===== config.mk =====
export PLATFORM = sky130hd
export DESIGN_NAME = cdb_arbiter
export DESIGN_NICKNAME = d
export VERILOG_FILES = /design/src/rtl/cdb_arbiter.sv
export SDC_FILE = /design/constraint.sdc
export NUM_CORES = 1
export LEC_CHECK = 0
export CAP_MARGIN = 20
export CORE_MARGIN = 3
export CORE_UTILIZATION = 30
export DETAILED_ROUTE_END_ITERATION = 10
export DONT_BUFFER_PORTS = 1
export PLACE_DENSITY = 0.44
export SLEW_MARGIN = 20
export SYNTH_ARGS = -nofsm -noshare
export SYNTH_HDL_FRONTEND = slang
export SYNTH_SLANG_ARGS = --single-unit
export TNS_END_PERCENT = 30

===== constraint.sdc =====
create_clock -name clk -period 1.8 [get_ports clk]
set_input_delay 0.18 -clock clk [delete_from_list [all_inputs] [get_ports clk]]
set_output_delay 0.18 -clock clk [all_outputs]
set_load 0.1 [all_outputs]

===== src/rtl/cdb_arbiter.sv =====
// Round-robin arbiter driving a registered common data bus.
// Define CDB_STATS_EN to build the saturating grant/conflict counters.
module cdb_arbiter #(
  parameter int NUM_REQ = 3,
  parameter int TAG_W   = 3,
  parameter int DATA_W  = 32
) (
  input  logic                      clk,
  input  logic                      rst,
  input  logic [NUM_REQ-1:0]        req_valid,
  input  logic [NUM_REQ*TAG_W-1:0]  req_tag,
  input  logic [NUM_REQ*DATA_W-1:0] req_value,
  output logic [NUM_REQ-1:0]        req_ready,
  input  logic                      flush,
  output logic                      cdb_valid,
  output logic [TAG_W-1:0]          cdb_id,
  output logic [DATA_W-1:0]         cdb_value,
  output logic [2:0]                cdb_src,
  output logic                      cdb_conflict,
  output logic [NUM_REQ*16-1:0]     stat_grants,
  output logic [15:0]               stat_conflicts
);

  logic [2:0]        rr_ptr;
  logic [2:0]        winner;
  logic [2:0]        ptr_nxt;
  logic [2:0]        hi;
  logic [2:0]        lo;
  logic              hi_found;
  logic              grant;
  logic              conflict;
  logic [TAG_W-1:0]  win_tag;
  logic [DATA_W-1:0] win_value;

  // Lowest valid index at/above the pointer wins, else lowest overall.
  always_comb begin
    hi_found = 1'b0;
    hi       = '0;
    lo       = '0;
    for (int i = NUM_REQ - 1; i >= 0; i--) begin
      if (req_valid[i]) begin
        lo = 3'(i);
        if (3'(i) >= rr_ptr) begin
          hi       = 3'(i);
          hi_found = 1'b1;
        end
      end
    end
    winner = hi_found ? hi : lo;
  end

  always_comb begin
    grant     = (|req_valid) && !flush;
    req_ready = '0;
    win_tag   = '0;
    win_value = '0;
    for (int i = 0; i < NUM_REQ; i++) begin
      if (winner == 3'(i)) begin
        req_ready[i] = grant;
        win_tag      = req_tag[i*TAG_W +: TAG_W];
        win_value    = req_value[i*DATA_W +: DATA_W];
      end
    end
    ptr_nxt  = (winner == 3'(NUM_REQ - 1)) ? 3'd0 : winner + 3'd1;
    conflict = |(req_valid & (req_valid - NUM_REQ'(1)));
  end

  always_ff @(posedge clk or negedge rst) begin
    if (!rst) begin
      cdb_valid    <= 1'b0;
      cdb_id       <= '0;
      cdb_value    <= '0;
      cdb_src      <= '0;
      cdb_conflict <= 1'b0;
      rr_ptr       <= '0;
    end else begin
      cdb_valid    <= grant;
      cdb_conflict <= conflict;
      if (grant) begin
        cdb_id    <= win_tag;
        cdb_value <= win_value;
        cdb_src   <= winner;
        rr_ptr    <= ptr_nxt;
      end
    end
  end

`ifdef CDB_STATS_EN
  logic [15:0] grant_cnt [NUM_REQ];
  logic [15:0] conf_cnt;

  always_ff @(posedge clk or negedge rst) begin
    if (!rst) begin
      for (int i = 0; i < NUM_REQ; i++) grant_cnt[i] <= '0;
      conf_cnt <= '0;
    end else begin
      for (int i = 0; i < NUM_REQ; i++) begin
        if (req_ready[i] && grant_cnt[i] != 16'hFFFF)
          grant_cnt[i] <= grant_cnt[i] + 16'd1;
      end
      if (conflict && conf_cnt != 16'hFFFF)
        conf_cnt <= conf_cnt + 16'd1;
    end
  end

  for (genvar g = 0; g < NUM_REQ; g++) begin : g_stat
    assign stat_grants[g*16 +: 16] = grant_cnt[g];
  end
  assign stat_conflicts = conf_cnt;
`else
  assign stat_grants    = '0;
  assign stat_conflicts = '0;
`endif

endmodule


After elaboration in Yosys (flattened, before gate mapping)
Index checks and enable logic that the tools add are counted.
W data, S select, Z words.
{"block": "op_classes", "n_addsub": 2, "reduce_logical": 5, "n_eq_ne": 2, "n_bitwise": 1, "mux": 26, "magnitude_cmp": 3}
{"op": "$mux W32", "count": 3}
{"op": "$mux W3", "count": 12}
{"op": "$mux W1", "count": 9}
{"op": "$ge A1 B3 Y1 const A", "count": 2}
{"op": "$reduce_or A3 Y1", "count": 2}
{"op": "$mux W2", "count": 2}
{"op": "$add A3 B1 Y3 const B", "count": 1}
{"op": "$and A3 B3 Y3", "count": 1}
{"op": "$eq A3 B1 Y1 const B", "count": 1}
{"op": "$eq A3 B2 Y1 const B", "count": 1}
{"op": "$ge A2 B3 Y1 const A", "count": 1}
{"op": "$logic_not A3 Y1", "count": 1}
{"op": "$sub A3 B1 Y3 const B", "count": 1}
{"op": "$logic_and A1 B1 Y1", "count": 1}
{"op": "$logic_not A1 Y1", "count": 1}
{"block": "word_totals", "word_cells": 45, "in_bits": 111, "output_inout_bits": 107, "register_bits": 43}

Logic depth before layout (Yosys ltp)
Gate-level depths: netlist of the first run.
{"block": "depth", "depth_word": 12, "depth_mapped": 8, "ltp_nobuf": 5}

Worst setup path before layout of the first run
OpenSTA, ideal clock, no wires.
{"block": "synth_path", "kind": "reg2out", "from": "reg rr_ptr[0]", "to": "out req_ready[0]", "t_required_ns": 1.620, "path_buffers": 2, "slack_ns": -0.790, "path_stages_with_launch": 6, "t_arrival_ns": 2.410, "cell_sequence": "dfrtp_1 nor4b_1 o31a_1 buf_4 buf_2 nor2_1"}
{"block": "synth_between", "elab_chain_cells": 10, "elab_cells_between_ends": 18, "cone_classes": "3 x order compare; 14 x mux; 1 x reduce/logical"}
{"item": "start: declaration", "line_no": "24", "rtl": "logic [2:0] rr_ptr;"}
{"item": "start signal: assignment", "line_no": "83", "rtl": "rr_ptr <= ptr_nxt;"}
{"item": "$ge A2 B3 Y1", "line_no": "43", "rtl": "if (3'(i) >= rr_ptr) begin"}
{"item": "$mux W1 / $mux W2 (equally long branches)", "line_no": "43"}
{"item": "$mux W1 / $mux W3 (equally long branches)", "line_no": "41", "rtl": "if (req_valid[i]) begin"}
{"item": "$mux W1 / $mux W3 (equally long branches)", "line_no": "43"}
{"item": "$mux W1 / $mux W3 (equally long branches)", "line_no": "41"}
{"item": "$mux W1 / $mux W3 (equally long branches)", "line_no": "43"}
{"item": "$mux W1 / $mux W3 (equally long branches)", "line_no": "41"}
{"item": "$mux W3 (*)", "line_no": "49", "rtl": "winner = hi_found ? hi : lo;"}
{"item": "$logic_not A3 Y1 (*)", "line_no": "58", "rtl": "if (winner == 3'(i)) begin"}
{"item": "$mux W1 (*)", "line_no": "58"}
{"item": "end: declaration", "line_no": "13", "rtl": "output logic [NUM_REQ-1:0] req_ready,"}
Mark *: on every way between the ends. The rest lies on a longest branch, timed or not.

Worst setup path in the final report of the first run
{"block": "layout_path", "from": "reg rr_ptr[0]", "to": "out req_ready[2]"}
{"block": "layout_between", "elab_chain_cells": 10, "elab_cells_between_ends": 18, "cone_classes": "3 x order compare; 1 x eq/ne; 14 x mux"}
{"item": "$ge A2 B3 Y1", "line_no": "43"}
{"item": "$mux W1 / $mux W2 (equally long branches)", "line_no": "43"}
{"item": "$mux W1 / $mux W3 (equally long branches)", "line_no": "41"}
{"item": "$mux W1 / $mux W3 (equally long branches)", "line_no": "43"}
{"item": "$mux W1 / $mux W3 (equally long branches)", "line_no": "41"}
{"item": "$mux W1 / $mux W3 (equally long branches)", "line_no": "43"}
{"item": "$mux W1 / $mux W3 (equally long branches)", "line_no": "41"}
{"item": "$mux W3 (*)", "line_no": "49"}
{"item": "$eq A3 B2 Y1 (*)", "line_no": "58"}
{"item": "$mux W1 (*)", "line_no": "58"}
Marked as above.

==> results of run 1 <==
[flip-flops by register name, summed over array words and instances (netlist names)]
register / flops
cdb_value: 32
cdb_id: 3
rr_ptr: 3
cdb_src: 2
cdb_conflict: 1
cdb_valid: 1
[cell usage after synthesis (all sizes together)]
cell     number
mux2i        35
maj3          1
or2           1
o31a          1
nand3        35
o2111ai       1
dfrtp        42
conb          1
nor2          3
inv           2
nor3b         1
buf          81
and2          2
a21o          3
nand4bb       1
nand2        37
clkbuf        5
nor4b         1
o211ai       35
nor3          1
nand2b        1
o21ai         2
[metrics by stage]
| step | TNS, ns | total power [mW] | area [sq um] | util (%) |
|---|---|---|---|---|
| after floorplan | -0.372 | 3.70 | 3150 | - |
| after global placement | 0 | 4.04 | 3170 | 34.0 |
| after detailed placement | 0 | 4.06 | 3170 | 34.0 |
| after CTS | -0.0146 | 4.89 | 3360 | 36.0 |
| after global routing | -0.530 | 5.06 | 3430 | 36.8 |
| final | -0.00564 | 4.87 | 3430 | 36.8 |
[cell type report]
class                           instances  area (sq um)  area share [%]
Multi-Input combinational cell        226          1530            44.5
Sequential cell                        42          1050            30.7
Timing Repair Buffer                   61           576            16.8
Tap cell                              129           161            4.70
Clock buffer                            5          68.8            2.00
Clock inverter                          3          40.0            1.17
Inverter                                2          7.51           0.219
[layout by cell type, fill, tap and decap left out]
| cell | synthesis | routed |
|---|---|---|
| sky130_fd_sc_hd__buf_4 | 70 | 50 |
| sky130_fd_sc_hd__and2_4 | 0 | 1 |
| sky130_fd_sc_hd__inv_2 | 1 | 1 |
| sky130_fd_sc_hd__o211ai_1 | 5 | 5 |
| sky130_fd_sc_hd__dfrtp_2 | 0 | 2 |
| sky130_fd_sc_hd__nand2b_2 | 0 | 1 |
| sky130_fd_sc_hd__dlygate4sd3_1 | 0 | 1 |
| sky130_fd_sc_hd__clkbuf_8 | 0 | 5 |
| sky130_fd_sc_hd__o211ai_2 | 30 | 30 |
| sky130_fd_sc_hd__nor3b_1 | 1 | 1 |
| sky130_fd_sc_hd__o2111ai_4 | 0 | 1 |
| sky130_fd_sc_hd__buf_12 | 0 | 7 |
| sky130_fd_sc_hd__dfrtp_1 | 42 | 40 |
| sky130_fd_sc_hd__nor3_1 | 1 | 1 |
| sky130_fd_sc_hd__nand2_2 | 0 | 1 |
| sky130_fd_sc_hd__inv_1 | 1 | 1 |
| sky130_fd_sc_hd__mux2i_1 | 35 | 35 |
| sky130_fd_sc_hd__nor2_4 | 0 | 2 |
| sky130_fd_sc_hd__clkinv_2 | 0 | 2 |
| sky130_fd_sc_hd__buf_16 | 0 | 1 |
| sky130_fd_sc_hd__o21ai_1 | 1 | 1 |
| sky130_fd_sc_hd__o21ai_2 | 0 | 1 |
| sky130_fd_sc_hd__nand4bb_4 | 0 | 1 |
| sky130_fd_sc_hd__nor2_1 | 3 | 1 |
| sky130_fd_sc_hd__maj3_1 | 1 | 1 |
| sky130_fd_sc_hd__a21o_1 | 3 | 3 |
| sky130_fd_sc_hd__o31a_2 | 0 | 1 |
| sky130_fd_sc_hd__nand2_1 | 37 | 36 |
| sky130_fd_sc_hd__conb_1 | 1 | 65 |
| sky130_fd_sc_hd__nand3_1 | 35 | 35 |
| sky130_fd_sc_hd__or2_2 | 0 | 1 |
| sky130_fd_sc_hd__and2_1 | 2 | 1 |
| sky130_fd_sc_hd__buf_6 | 5 | 2 |
| sky130_fd_sc_hd__bufinv_16 | 0 | 1 |
| sky130_fd_sc_hd__nor4b_4 | 0 | 1 |
[repair_timing]
| action | 4_1_cts | 5_1_grt |
|---|---|---|
| endpoints found under the hold margin | 42 | 0 |
| pin swaps | 3 | 7 |
| setup endpoints to repair | 3 | 35 |
| hold buffers | 2 | 0 |
| gates resized for setup | 5 | 7 |
| setup buffers | 4 | 3 |
[metal layers]
| layer | wire [um] | vias to the layer above | track usage, % |
|---|---|---|---|
| met1 | 2900 | 974 | 15.5 |
| met3 | 582 | 7 | 3.48 |
| met2 | 3920 | 125 | 23.6 |
| li1 | - | 977 | - |
| met4 | 85 | 0 | 3.99 |
| met5 | 0 | - | 0 |
[path summary, 6_finish.rpt]
check | depth (start not counted) | slack, ns | start | to
min | 2 | 0.04 | req_value[64] | cdb_value[0]
min in group asynchronous | 2 | 0.39 | rst | rr_ptr[2]
max in group asynchronous | 2 | 1.21 | rst | rr_ptr[1]
min reg2reg | 2 | 0.50 | cdb_id[1] | cdb_id[1]
max reg2reg | 6 | 0.03 | rr_ptr[0] | cdb_value[6]
max | 5 | -0.006 | rr_ptr[0] | req_ready[2]
[where the power goes]
group	internal [mW]	leakage, nW	switching (mW)
sequential	1.11	0.515	0.0632
clock	0.409	0.0579	0.342
combinational	0.572	1.18	2.37
total	2.09	1.75	2.77
[critical path, delay by kind of cell, from the launching register on]
family	cells	cell delay, ns
AOI/OAI and AO/OA	1	0.21
buffers and inverters	2	0.33
DFF	1	0.43
and+or+nand+nor	2	0.37
[cell families after synthesis]
kind of cell    count (synthesis)
flops                          42
compound gates                 42
mux                            35
fa+ha+maj                       1
other cells                     1
simple gates                   83
buf+inv                        88
==> impl_metrics.tcl, run 1 <==
set metrics [dict create \
    outcome "finished, violations left" \
    violations "negative setup slack" \
    final_antenna_net_count 0 \
    tritoncts_num_sinks 42 \
    placed_cells 451 \
    synthMuxAreaShare_pct 12.1 \
    gp_congestion 0.713 \
    worst_clock_skew_ns 0.00917 \
    maxCapViolCount 0 \
    ffs_latches_synth 42 \
    grt_pass1_wl_mm 11.5 \
    synth_cells 292 \
    grt_overflow_total 0 \
    grt_max_degree 43 \
    total_of_endpoints_with_negative_setup_slack_in_the_final_report 1 \
    dieWidth_um 104 \
    yosysUniqueCellTypes 27 \
    synth-compound-area-share_pct 16.0 \
    synthSimpleGateAreaFrac_pct 13.2 \
    critPathMaxStageDelay_ns 0.43 \
    instances_no_fill 468 \
    post_synthesis_instance_area_sq_um 2900 \
    floorplan.io_pins 218 \
    dpl_worst_slack_ns 0.104 \
    port_buffers 0 \
    number_of_vias_per_cell 4.45 \
    floorplan.core_area_sq_um 9330 \
    grt_usage_pct 13.2 \
    period_share_pct 100 \
    num_vias 2083 \
    setup.worst_path.class "flop to output pin" \
    detail_route.wirelength_mm 7.48 \
    holdWs_ns 0.0408 \
    fin_nets 449 \
    crit_required_ns 1.62 \
    rows 35 \
    static-leakage-power_nw 1.75 \
    path_max_fanout 4 \
    layout-drive-gt1-share_pct 33.0 \
    cts-htree-levels 2 \
    clock_path_buffers 2 \
    cts_made_buffers 5 \
    netlist_top_cells_area "sky130_fd_sc_hd__dfrtp_1 (36%), sky130_fd_sc_hd__buf_4 (18%), sky130_fd_sc_hd__o211ai_2 (13%), sky130_fd_sc_hd__mux2i_1 (12%), sky130_fd_sc_hd__nand3_1 (6.0%)" \
    fillCellCount 953 \
    cts_root_buffer "sky130_fd_sc_hd__clkbuf_8" \
    wl_per_cell_um 16.0 \
    synth.top_cell.area_share_pct 36.3 \
    drcViolationCount 0 \
    p_per_area_nw_per_um2 1420 \
    clkTransAtPathRegs_ns 0.09 \
    timing.critical_path.arrival_ns 1.63 \
    max_freq_mhz 554 \
    areaGrowthSynthToFinish_pct 18.4 \
    insertedDiodeCount 0 \
    first_global_vias 2141 \
    dp_hpwl_mm 5.64 \
    synth_xor_area_share_pct 0 \
    timing.critical_path.slowest_stage_cell "sky130_fd_sc_hd__dfrtp_1" \
    start_util_pct 31.1 \
    fin_ws_ns -0.00564 \
    die_area_sq_um 10900 \
    start_kind "flop" \
    synth_adder_area_share_pct 0.345 \
    antenna_violations_before_repair 0 \
    fraction_of_the_yosys_area_taken_by_sequential_cells_pct 36.3 \
    finalHoldViolations 0 \
    cts_tree "built" \
    syn-mean-instance-area_sq_um 9.93 \
    power.ir.vdd_worst_mv 0.344 \
    critical_path.cell_chain "buf_4 -> nor3b_1 -> o31a_2 -> and2_4 -> buf_12" \
    clk-insertion-delay-late_ns 0.29 \
    final_critical_delay_including_setup_and_external_delays_ns 1.81 \
    critical_path.endpoint_type "output pin" \
    synthDominantAreaCellType "sky130_fd_sc_hd__dfrtp_1" \
    synth-warning-count 0 \
    drt-initial-drc-count 49 \
    hold_path_class "primary input to flop" \
    drt_pass1_iterations 4 \
    drv_slew 0 \
    rsz0062_at_grt "yes" \
    dominant_combinational_cell_family_by_area_after_synthesis "buffers and inverters" \
    die_h_um 104 \
]
(Power assumes the default switching activity.)
==> run 2: changes to the inputs <==
CORE_ASPECT_RATIO = 0.8   (was default)
CORE_MARGIN = default   (was 3)
==> run 2 against run 1 <==
Effect of this change:
- the run ends with design-rule violations, negative setup slack left
- die area decreased by 7.5%
- fmax decreased by 1.4%
- register-to-register slack improved by 0.10 ns
- worst setup slack got worse by 0.025 ns
- power increased by 2.6%
- via count decreased by 0.91%
- non-clock buffer count decreased by 1
- first-iteration DRC count increased by 90%
- utilization increased by 0.086 points
- sequential share of layout area increased by 0.17 points
- cell area decreased by 0.80%
- critical path type unchanged
==> impl_metrics.tcl, run 2 (same netlist as run 1, synthesis figures left out) <==
set metrics [dict create \
    outcome "finished, violations left" \
    violations "design-rule violations, negative setup slack" \
    total_switching_power_mw 2.78 \
    rows 31 \
    max_freq_mhz 546 \
    floorplan.io_pins 218 \
    cts_made_buffers 5 \
    max_reg_flops 32 \
    static-leakage-power_nw 1.75 \
    layout.cells.most_common "sky130_fd_sc_hd__conb_1" \
    setup.worst_path.class "flop to output pin" \
    clkTransAtPathRegs_ns 0.06 \
    placed_cells 438 \
    wl_per_cell_um 15.5 \
    crit_required_ns 1.62 \
    die_h_um 89.9 \
    post-route-cell-area_sq_um 3410 \
    grt_pass1_wl_mm 11.0 \
    p_per_area_nw_per_um2 1470 \
    final_cell_mix "sky130_fd_sc_hd__conb_1 (65), sky130_fd_sc_hd__buf_4 (51), sky130_fd_sc_hd__dfrtp_1 (42)" \
    fin_ws_ns -0.0308 \
    largestRegisters "cdb_value x32, cdb_id x3, rr_ptr x3" \
    timing.critical_path.arrival_ns 1.65 \
    power.sequential.fraction_pct 23.6 \
    design_power_total_mw 4.99 \
    critical_path.endpoint_type "output pin" \
    drv_slew 0 \
    antenna_violations_before_repair 0 \
    period_share_pct 102 \
    hold_path_class "primary input to flop" \
    clock_path_buffers 2 \
    path_max_fanout 5 \
    fin_nets 448 \
    crit_end "req_ready[0]" \
    power.share.clock_pct 18.2 \
    total_of_endpoints_with_negative_setup_slack_in_the_final_report 1 \
    layout-drive-gt1-share_pct 31.1 \
    rsz0062_at_grt "yes" \
    regToRegEndpoint "cdb_value[21]" \
    dpl_worst_slack_ns 0.0768 \
    final_core_util_pct 36.9 \
    grt_usage_pct 13.9 \
    timing.setup.tns_ns -0.0308 \
    critical_path.startpoint "rr_ptr[0]" \
    instances_no_fill 453 \
    number_of_vias_per_cell 4.56 \
    start_kind "flop" \
    first_global_vias 2092 \
    drt_pass1_iterations 7 \
    maxCapViolCount 0 \
    cts_root_buffer "sky130_fd_sc_hd__clkbuf_16" \
    drt-initial-drc-count 93 \
    final_critical_delay_including_setup_and_external_delays_ns 1.83 \
    drcViolationCount 15 \
    power.ir.vdd_worst_mv 0.391 \
    cellInternalPower_mw 2.22 \
    registers.top_by_ff_count "cdb_value" \
    worst_r2r_path_depth 6 \
    dieWidth_um 112 \
    grt_max_degree 43 \
    die_area_sq_um 10100 \
    start_util_pct 31.4 \
    floorplan.core_area_sq_um 9230 \
    final_antenna_net_count 0 \
    power.combinational.fraction_pct 58.2 \
    holdWs_ns 0.0586 \
    detail_route.wirelength_mm 7.01 \
    clk-insertion-delay-late_ns 0.28 \
    timing.reg2reg.setup_slack_ns 0.13 \
    dpl-instance-area_sq_um 3170 \
    cts-htree-levels 2 \
    port_buffers 0 \
    net_switching_fraction_of_the_power_pct 55.6 \
    insertedDiodeCount 0 \
    gp_congestion 0.694 \
    grt_overflow_total 0 \
    tritoncts_num_sinks 42 \
    worst_clock_skew_ns 0.00740 \
    worst_r2r_startpoint "rr_ptr[2]" \
    areaGrowthSynthToFinish_pct 17.5 \
    num_vias 2064 \
    dp_hpwl_mm 5.25 \
    finalHoldViolations 0 \
    cts_tree "built" \
]
-- run 2: changes by cell type in the layout (fill, tap and decap cells not counted), moves of 2 or more --
cell                        previous run  this run
sky130_fd_sc_hd__clkbuf_16             0         5
sky130_fd_sc_hd__clkbuf_8              5         1
sky130_fd_sc_hd__buf_6                 2         0
sky130_fd_sc_hd__dfrtp_1              40        42
sky130_fd_sc_hd__dfrtp_2               2         0
-- run 2: area by class of cell --
class / instances / area [sq um]
clock buffer: 7 / 143
clock inverter: 1 / 5.00
fill: 966 / 5830
inverter: 2 / 7.51
multi-input combinational: 226 / 1500
sequential: 42 / 1050
tap: 115 / 144
timing repair buffer: 60 / 561
-- run 2: power groups by stage --
stage | clock (mW) | sequential [mW] | combinational (mW)
floorplan | 0 | 2.45 | 1.25
global placement | 0 | 1.19 | 2.86
detailed placement | 0 | 1.19 | 2.87
CTS | 0.956 | 1.18 | 2.91
global route | 0.992 | 1.20 | 3.01
finish | 0.910 | 1.18 | 2.91
-- run 2: per-layer routing --
layer / part of all wire [%] / GRT usage, %
met5: 0 / 0
met4: 0.54 / 3.04
met3: 11 / 5.33
met2: 48 / 23.8
met1: 40 / 16.4
-- run 2: how the worst min path moves through the flow --
stage                       start  cells after the start             to
floorplan                     rst                      0   cdb_conflict
global placement              rst                      0  cdb_value[24]
detailed placement            rst                      0  cdb_value[24]
CTS                  req_valid[1]                      1   cdb_conflict
global route        req_value[68]                      2   cdb_value[4]
finish              req_value[80]                      2  cdb_value[16]
-- run 2: what timing repair did --
action / CTS / global route
hold endpoints to repair: 42 / 0
setup endpoints to repair: 3 / 2
pin swaps: 2 / 3
resized for setup: 2 / 1
hold buffers: 2 / 0
setup buffers: 2 / 3
-- run 2: worst max-delay path, cell delays in order, from the launching register on --
cell                      delay (ns)
sky130_fd_sc_hd__dfrtp_1        0.40
sky130_fd_sc_hd__nor4b_2        0.17
sky130_fd_sc_hd__o31a_2         0.38
sky130_fd_sc_hd__buf_12         0.14
sky130_fd_sc_hd__nor2_4         0.10
sky130_fd_sc_hd__buf_12         0.18
==> run 3: changes to the inputs <==
clock period = 1.7 ns   (was 1.8 ns; I/O delays follow)
==> run 3 against run 2 <==
Effect of this change:
- the run still ends with design-rule violations, negative setup slack left
- worst hold slack got worse by 0.016 ns
- flip-flop and latch count unchanged
- sequential power increased by 5%
- critical path type unchanged
- highest routed layer unchanged
==> impl_metrics.tcl, run 3 (same netlist as run 1, synthesis figures left out) <==
set metrics [dict create \
    floorplan.core_area_sq_um 9230 \
    design_power_total_mw 5.31 \
    drcViolationCount 16 \
    number_of_vias_per_cell 4.58 \
    violations "design-rule violations, negative setup slack" \
    cts_root_buffer "sky130_fd_sc_hd__clkbuf_16" \
    worst_r2r_path_depth 6 \
    rsz0062_at_grt "yes" \
    tritoncts_num_sinks 42 \
    timing.critical_path.slowest_stage_cell "sky130_fd_sc_hd__dfrtp_1" \
    worst_clock_skew_ns 0.00407 \
    hold_path_class "primary input to flop" \
    critPathBufInv 1 \
    static-leakage-power_nw 1.79 \
    grt_overflow_total 0 \
    crit_family "flip-flops" \
    critPathMaxStageDelay_ns 0.41 \
    grt_max_degree 43 \
    period_share_pct 106 \
    drt_pass1_iterations 9 \
    grt_util_met1_pct 16.8 \
    port_buffers 0 \
    drt-initial-drc-count 74 \
    layout.cells.most_common "sky130_fd_sc_hd__conb_1" \
    layout-drive-gt1-share_pct 31.4 \
    gr-max-usage-layer "met2" \
    fillCellCount 956 \
    max_reg_flops 32 \
    grt_usage_pct 13.5 \
    cts_made_buffers 5 \
    max_freq_mhz 553 \
    rows 31 \
    timing.reg2reg.setup_slack_ns -0.04 \
    cts-htree-levels 2 \
    regToRegEndpoint "cdb_value[30]" \
    fin_ws_ns -0.109 \
    hold_depth 1 \
    outcome "finished, violations left" \
    start_kind "flop" \
    die_area_sq_um 10100 \
    power.ir.vdd_worst_mv 0.512 \
    critical_path.cell_chain "nor4b_1 -> o31a_2 -> and2_2 -> buf_12" \
    gp_congestion 0.717 \
    clkTransAtPathRegs_ns 0.06 \
    finalHoldViolations 0 \
    holdWs_ns 0.0425 \
    final_cell_mix "sky130_fd_sc_hd__conb_1 (65), sky130_fd_sc_hd__buf_4 (49), sky130_fd_sc_hd__dfrtp_1 (42)" \
    final_critical_delay_including_setup_and_external_delays_ns 1.81 \
    critical_path.endpoint_type "output pin" \
    path_max_fanout 5 \
    worst_hold_path.endpoint "cdb_conflict" \
    global_route.usage.met3_pct 4.99 \
    p_per_area_nw_per_um2 1530 \
    clk-insertion-delay-late_ns 0.28 \
    total_of_endpoints_with_negative_setup_slack_in_the_final_report 20 \
    timing.critical_path.arrival_ns 1.64 \
    worst-path-stages 4 \
    maxCapViolCount 0 \
    start_util_pct 31.4 \
    placed_cells 438 \
    sequential_cell_area_sq_um 1050 \
    wl_per_cell_um 15.3 \
    drv_slew 0 \
    antenna_violations_before_repair 0 \
    floorplan.io_pins 218 \
    insertedDiodeCount 0 \
    dp_hpwl_mm 4.98 \
    die_h_um 89.9 \
    largestRegisters "cdb_value x32, cdb_id x3, rr_ptr x3" \
    dieWidth_um 112 \
    crit_required_ns 1.53 \
    setup.worst_path.class "flop to output pin" \
    hold_path_startpoint "req_valid[1]" \
    areaGrowthSynthToFinish_pct 19.9 \
    clock_path_buffers 2 \
    grtUsageMet2_pct 21.8 \
    registers.top_by_ff_count "cdb_value" \
    final_antenna_net_count 0 \
    num_vias 2073 \
    multi_input_area_sq_um 1500 \
    detail_route.wirelength_mm 6.95 \
    fin_nets 450 \
    timing.setup.tns_ns -0.493 \
    cts_tree "built" \
    instances_no_fill 453 \
    worst_r2r_startpoint "rr_ptr[0]" \
    first_global_vias 2019 \
    grt_pass1_wl_mm 10.5 \
]
[run 3: timing repair]
item / in CTS / in global routing
hold endpoints to repair: 42 / 0
hold buffers: 2 / 0
endpoints found under the setup margin: 12 / 38
gates resized for setup: 4 / 2
pin swaps: 5 / 20
gates cloned: 0 / 3
setup buffers: 4 / 0
[run 3: report_power, final]
| part | internal (mW) | total, mW | switching (mW) |
|---|---|---|---|
| combinational | 0.617 | 3.13 | 2.51 |
| sequential | 1.18 | 1.24 | 0.0592 |
| clock | 0.568 | 0.941 | 0.373 |
[run 3: stage by stage]
stage / utilization [%] / setup slack [ns] / instance area, sq um
4_1_cts: 36.8 / -0.145 / 3390
5_1_grt: 37.7 / -0.173 / 3480
6_report: 37.7 / -0.109 / 3480
2_1_floorplan: - / -0.128 / 3160
3_3_place_gp: 34.4 / 0.0289 / 3180
3_5_place_dp: 34.4 / -0.00506 / 3180
[run 3: final cells by class]
type | instances | share of cell area, %
clock buffers | 6 | 3.99
inverters | 2 | 0.216
multi-input cells | 226 | 43.0
flip-flops and latches | 42 | 30.2
well taps | 115 | 4.14
repair buffers | 62 | 18.4
[run 3: worst max path at each step]
stage,startpoint,endpoint,slack (ns)
final,rr_ptr[0],req_ready[2],-0.11
after global routing,rr_ptr[1],req_ready[2],-0.17
after floorplan,rr_ptr[2],req_ready[0],-0.13
after CTS,rr_ptr[1],req_ready[2],-0.15
after global placement,rr_ptr[1],cdb_id[2],0.03
after detailed placement,rr_ptr[0],cdb_value[17],-0.005
[run 3: worst register-to-register path, stage by stage, from the launching register on]
cell                        delay [ns]
sky130_fd_sc_hd__dfrtp_1          0.41
sky130_fd_sc_hd__nor4b_1          0.15
sky130_fd_sc_hd__o31a_2           0.37
sky130_fd_sc_hd__buf_4            0.15
sky130_fd_sc_hd__nand2b_4         0.20
sky130_fd_sc_hd__clkbuf_16        0.21
sky130_fd_sc_hd__o211ai_2         0.16
[run 3: metal layers]
| layer | vias up | wire length (um) |
|---|---|---|
| met4 | 0 | 74 |
| met2 | 129 | 3120 |
| met1 | 959 | 3040 |
| met5 | - | 0 |
| met3 | 8 | 713 |
| li1 | 977 | - |
